--- config.mk ---
export PLATFORM = sky130hd
export DESIGN_NAME = if_fetch
export DESIGN_NICKNAME = d
export VERILOG_FILES = /design/src/rtl/if_fetch.sv
export SDC_FILE = /design/constraint.sdc
export NUM_CORES = 1
export LEC_CHECK = 0
export BUFFER_PORTS_ARGS = -buffer_cell sky130_fd_sc_hd__buf_2
export CAP_MARGIN = 20
export CELL_PAD_IN_SITES_DETAIL_PLACEMENT = 1
export CELL_PAD_IN_SITES_GLOBAL_PLACEMENT = 1
export CORE_MARGIN = 10
export CORE_UTILIZATION = 40
export CTS_CLUSTER_DIAMETER = 60
export DETAILED_ROUTE_END_ITERATION = 8
export PLACE_DENSITY_LB_ADDON = 0.1
export SYNTH_ARGS = -nofsm -noshare
export SYNTH_HDL_FRONTEND = slang
export SYNTH_SLANG_ARGS = --single-unit
--- constraint.sdc ---
create_clock -name clk -period 4.54 [get_ports clk]
set_input_delay 0.454 -clock clk [delete_from_list [all_inputs] [get_ports clk]]
set_output_delay 0.454 -clock clk [all_outputs]
set_load 0.05 [all_outputs]
--- src/rtl/if_fetch.sv ---
// Instruction-fetch stage: PC register, one-cycle registered fetch into IF/ID, redirect/stall handling.
// Optional fetch-address boundary check with sticky fault and HALT state: define FETCH_BOUNDARY_CHECK_EN.
module if_fetch #(
  parameter logic [31:0] RESET_PC = 32'h00000000
) (
  input  logic        clk,
  input  logic        reset,
  input  logic        stall,
  input  logic        redirect,
  input  logic [31:0] redirect_pc,
  output logic [7:0]  imem_a,
  input  logic [31:0] imem_rd,
  output logic [31:0] instr,
  output logic [31:0] pc_out,
  output logic [31:0] pc_plus4,
  output logic        valid,
  output logic        fault,
  output logic [31:0] fetch_cnt
);

  localparam logic [31:0] NOP = 32'h00000013;

  typedef enum logic {FETCH, HALT} state_e;

  state_e      state_q, state_d;
  logic [31:0] pc_q, pc_d;
  logic [31:0] instr_q, instr_d;
  logic [31:0] pc_out_q, pc_out_d;
  logic        valid_q, valid_d;
  logic [31:0] cnt_q, cnt_d;
  logic        fault_q, fault_d;
  logic        bad_addr;

`ifdef FETCH_BOUNDARY_CHECK_EN
  assign bad_addr = (pc_q[1:0] != 2'b00) || (pc_q[31:10] != 22'd0);
`else
  // Without the check, low PC bits are ignored and high bits alias through pc[9:2].
  assign bad_addr = 1'b0;
`endif

  // NOTE: every always_comb target is given a default first so no path leaves it unassigned (no latches).
  always_comb begin
    state_d  = state_q;
    pc_d     = pc_q;
    instr_d  = instr_q;
    pc_out_d = pc_out_q;
    valid_d  = valid_q;
    cnt_d    = cnt_q;
    fault_d  = fault_q;
    unique case (state_q)
      FETCH: begin
        if (redirect) begin
          // Redirect beats stall and the address check; the in-flight word is dropped.
          pc_d    = redirect_pc;
          instr_d = NOP;
          valid_d = 1'b0;
        end else if (!stall) begin
          if (bad_addr) begin
            state_d = HALT;
            fault_d = 1'b1;
            instr_d = NOP;
            valid_d = 1'b0;
          end else begin
            instr_d  = imem_rd;
            pc_out_d = pc_q;
            valid_d  = 1'b1;
            pc_d     = pc_q + 32'd4;
            cnt_d    = cnt_q + 32'd1;
          end
        end
      end
      HALT: begin
        instr_d = NOP;
        valid_d = 1'b0;
        fault_d = 1'b1;
      end
      default: state_d = FETCH;
    endcase
  end

  // NOTE: sequential state uses non-blocking assignments so all registers update from pre-edge values.
  always_ff @(posedge clk) begin
    if (reset) begin
      state_q  <= FETCH;
      pc_q     <= RESET_PC;
      instr_q  <= NOP;
      pc_out_q <= 32'd0;
      valid_q  <= 1'b0;
      cnt_q    <= 32'd0;
      fault_q  <= 1'b0;
    end else begin
      state_q  <= state_d;
      pc_q     <= pc_d;
      instr_q  <= instr_d;
      pc_out_q <= pc_out_d;
      valid_q  <= valid_d;
      cnt_q    <= cnt_d;
      fault_q  <= fault_d;
    end
  end

  assign imem_a    = pc_q[9:2];
  assign instr     = instr_q;
  assign pc_out    = pc_out_q;
  assign pc_plus4  = pc_out_q + 32'd4;
  assign valid     = valid_q;
  assign fault     = fault_q;
  assign fetch_cnt = cnt_q;

endmodule
==> results by group <==
Routing
  – Vias/cell: 5.39
  – Via count: 6192
  – Post-route DRC: 0
  – WL/cell: 17.9 µm
  – Number of DRC markers in iteration 0: 233
  – Pre-antenna DRT Iters: 4
  – DRT Wirelength: 20.6 mm
  – Post-route ant nets: 0

Worst hold path
  – Hold path depth: 3
  – Worst Hold Path EP: instr[4]$_SDFFE_PP1N_
  – Worst Hold Class: in2reg
  – Hold Path Origin: imem_rd[4]

Global route
  – Total GRT Usage: 18.6%
  – Largest net degree at the start of global routing: 107
  – Initial antenna violation count: 2
  – First-pass GRT wire length: 33.2 mm
  – Vias in the first global route: 6496
  – Total congestion overflow: 0

Power and ir drop
  – Power, Total: 0.00301 W
  – Worst VDD drop: 0.204 mV
  – Pwr dens: 378 nW/µm²
  – Leakage: 3.42 nW

STA
  – RSZ-0062 raised after global routing: false
  – Relative slew slack: 26.0%
  – FMAX: 0.350 GHz
  – Final Hold Fails: 0
  – TNS Setup: 0 ns
  – Final min period: 2.85 ns
  – Least-Margin Pin Slew: 1.11 ns
  – Period utilization: 62.9%
  – Slew Limit Fails: 0
  – Clk_skew: 0.00771 ns
  – Setup-failing EPs final: 0

Finish
  – Final Core Density: 51.8%
  – Post-layout nets: 994
  – Share of cells above drive strength 1: 27.1%
  – Non-Filler Instances: 1149
  – Area growth from synthesis to layout: 25.9%

Synth
  – Synth area leaders: dfxtp_1 41%, nand2_1 6.4%, mux2i_1 5.5%
  – Post-synth top area cell: dfxtp_1
  – Library cells used by synthesis: 55
  – Yosys warns: 0
  – Mapped Cells: 756
  – Most instantiated cells after synthesis: 129 x dfxtp_1, 107 x nand2_1, 72 x nor2_1, 61 x a21oi_1
  – Seq cells post-synth: 129
  – Synth async-reset ratio: 0%
  – Most common cell in the netlist: dfxtp_1
  – Synth Cell Area: 6320 µm²
  – Ys flop type: dfxtp_1
  – Avg Inst Size Synth: 8.36 µm²
  – Yosys top cell area share: 40.8%
  – Synth Net Count: 827
  – Number of enable flip-flop cells after synthesis: 0
  – Sequential area share after synthesis: 40.8%

Clock network
  – Post-CTS sizing: 0
  – Clk sinks: 129
  – Inserted Clock Buffers: 17
  – CTS tree: built
  – CTS Buffer Depth: 2
  – Root Buffer: clkbuf_16
  – Post-cts hold buffer count: 0
  – H-tree level count: 4
  – Clk slew on worst S/H paths: 0.06 ns
  – Clock latency on the worst-skew pair: 0.42 ns
  – Post-CTS setup buffers: 0

Setup path
  – Internal reg-to-reg setup slack: 2.01 ns
  – Cells along the critical path: and4_1 > nand4_1 > nor4b_1 > xor2_1 > buf_2
  – Critical Path End Type: output port
  – Critical path startpoint category: register
  – Worst-case reg-to-reg path depth: 4
  – Critical path required time: 4.09 ns
  – Setup Crit Path Kind: reg2out
  – WP data arrival: 2.40 ns
  – Slowest CP cell: dfxtp_1
  – Reg2reg end: fetch_cnt[31]$_SDFFE_PP0P_
  – Slowest Stage Delay on Critical Path: 0.47 ns
  – RR Startpoint: fetch_cnt[10]$_SDFFE_PP0P_
  – Worst Path Max Fanout: 8

Die
  – CORE AREA: 15400 µm²
  – Die area: 21200 µm²
  – Die height: 146 µm
  – Die Span X: 146 µm
  – Initial Util: 41.1%
  – Boundary pin count: 206
  – FP Rows: 45

Placed design
  – Number of port buffers: 204
  – Final GP Congestion: 0.829
  – Total placed cells including tap cells: 1115
  – Dpl hpwl: 15.2 mm

Job
  – Max Cap Violations: 0

Status
  – Status: finished, final reports clean
state kept, by name (all words and copies together), names as in the netlist:
signal	flops
pc_out	32
valid	1
fetch_cnt	32
instr	32
pc_q	32
kinds of logic after synthesis:
kind of cell	share of synthesized area (%)
XOR/XNOR	5.96
multiplexers	5.90
AO/OA/AOI/OAI	12.5
buffers and inverters	5.80
other	0.0593
AND/OR/NAND/NOR	28.3
adder cells (fa/ha/maj)	0.594
flip-flops	40.8
through the flow:
| stage | worst slack, ns | hold WS [ns] | instance area [µm²] |
|---|---|---|---|
| floorplan | 1.66 | 0.431 | 6320 |
| global placement | 1.67 | 0.433 | 7320 |
| detailed placement | 1.54 | 0.459 | 7320 |
| CTS | 1.64 | 0.243 | 7950 |
| global route | 1.50 | 0.248 | 7960 |
| finish | 1.69 | 0.261 | 7960 |
layout by cell type, fill, tap and decap left out, types with 11 or more instances in the layout:
| cell | synthesis | final |
|---|---|---|
| o31ai_1 | 19 | 19 |
| xnor2_1 | 22 | 22 |
| or4_1 | 26 | 26 |
| nand4_1 | 25 | 25 |
| or3_1 | 13 | 13 |
| nand2_1 | 107 | 107 |
| buf_2 | 2 | 203 |
| xor2_1 | 21 | 21 |
| a311oi_1 | 11 | 11 |
| and3_1 | 13 | 13 |
| mux2i_1 | 35 | 35 |
| and4_1 | 13 | 13 |
| inv_1 | 14 | 14 |
| clkbuf_16 | 0 | 17 |
| dfxtp_1 | 129 | 129 |
| a21oi_1 | 61 | 61 |
| nor2_1 | 72 | 71 |
| o21ai_0 | 14 | 14 |
| nand3_1 | 25 | 25 |
worst max path at each step:
stage	start	to	slack, ns	cells after the start
2_1_floorplan	pc_out[4]$_SDFFE_PP0P_	pc_plus4[30]	1.66	4
3_3_place_gp	redirect	fetch_cnt[27]$_SDFFE_PP0P_	1.67	5
3_5_place_dp	redirect	fetch_cnt[27]$_SDFFE_PP0P_	1.54	5
4_1_cts	pc_out[4]$_SDFFE_PP0P_	pc_plus4[28]	1.64	5
5_1_grt	pc_out[4]$_SDFFE_PP0P_	pc_plus4[28]	1.50	5
6_report	pc_out[4]$_SDFFE_PP0P_	pc_plus4[30]	1.69	5
per-layer routing:
metal	GRT usage (%)	vias to the layer above	part of all wire [%]
li1	-	3047	-
met1	21.9	2972	43
met2	31.1	155	49
met3	6.99	16	7.0
met4	5.26	2	0.85
met5	0	-	0.063
cell type report:
cell class | count | area (µm²)
Fill cell | 1879 | 7410
Inverter | 14 | 52.6
Antenna cell | 2 | 5.00
Sequential cell | 129 | 2580
Multi-Input combinational cell | 554 | 3380
Tap cell | 211 | 264
Clock inverter | 15 | 208
Timing Repair Buffer | 207 | 1050
Clock buffer | 17 | 425
worst max-delay path, delay by kind of cell, from the launching register on:
family                 cells  cell delay [ns]
AND/OR/NAND/NOR            3             1.06
flip-flops                 1             0.47
buffers and inverters      1             0.28
XOR/XNOR                   1             0.17
power breakdown:
part | internal, W | switching [W] | leakage, nW
sequential | 0.00117 | 0.0000497 | 1.05
clock | 0.000925 | 0.000540 | 0.296
combinational | 0.0000961 | 0.000227 | 2.07
total | 0.00219 | 0.000817 | 3.42
(Power assumes the default switching activity.)
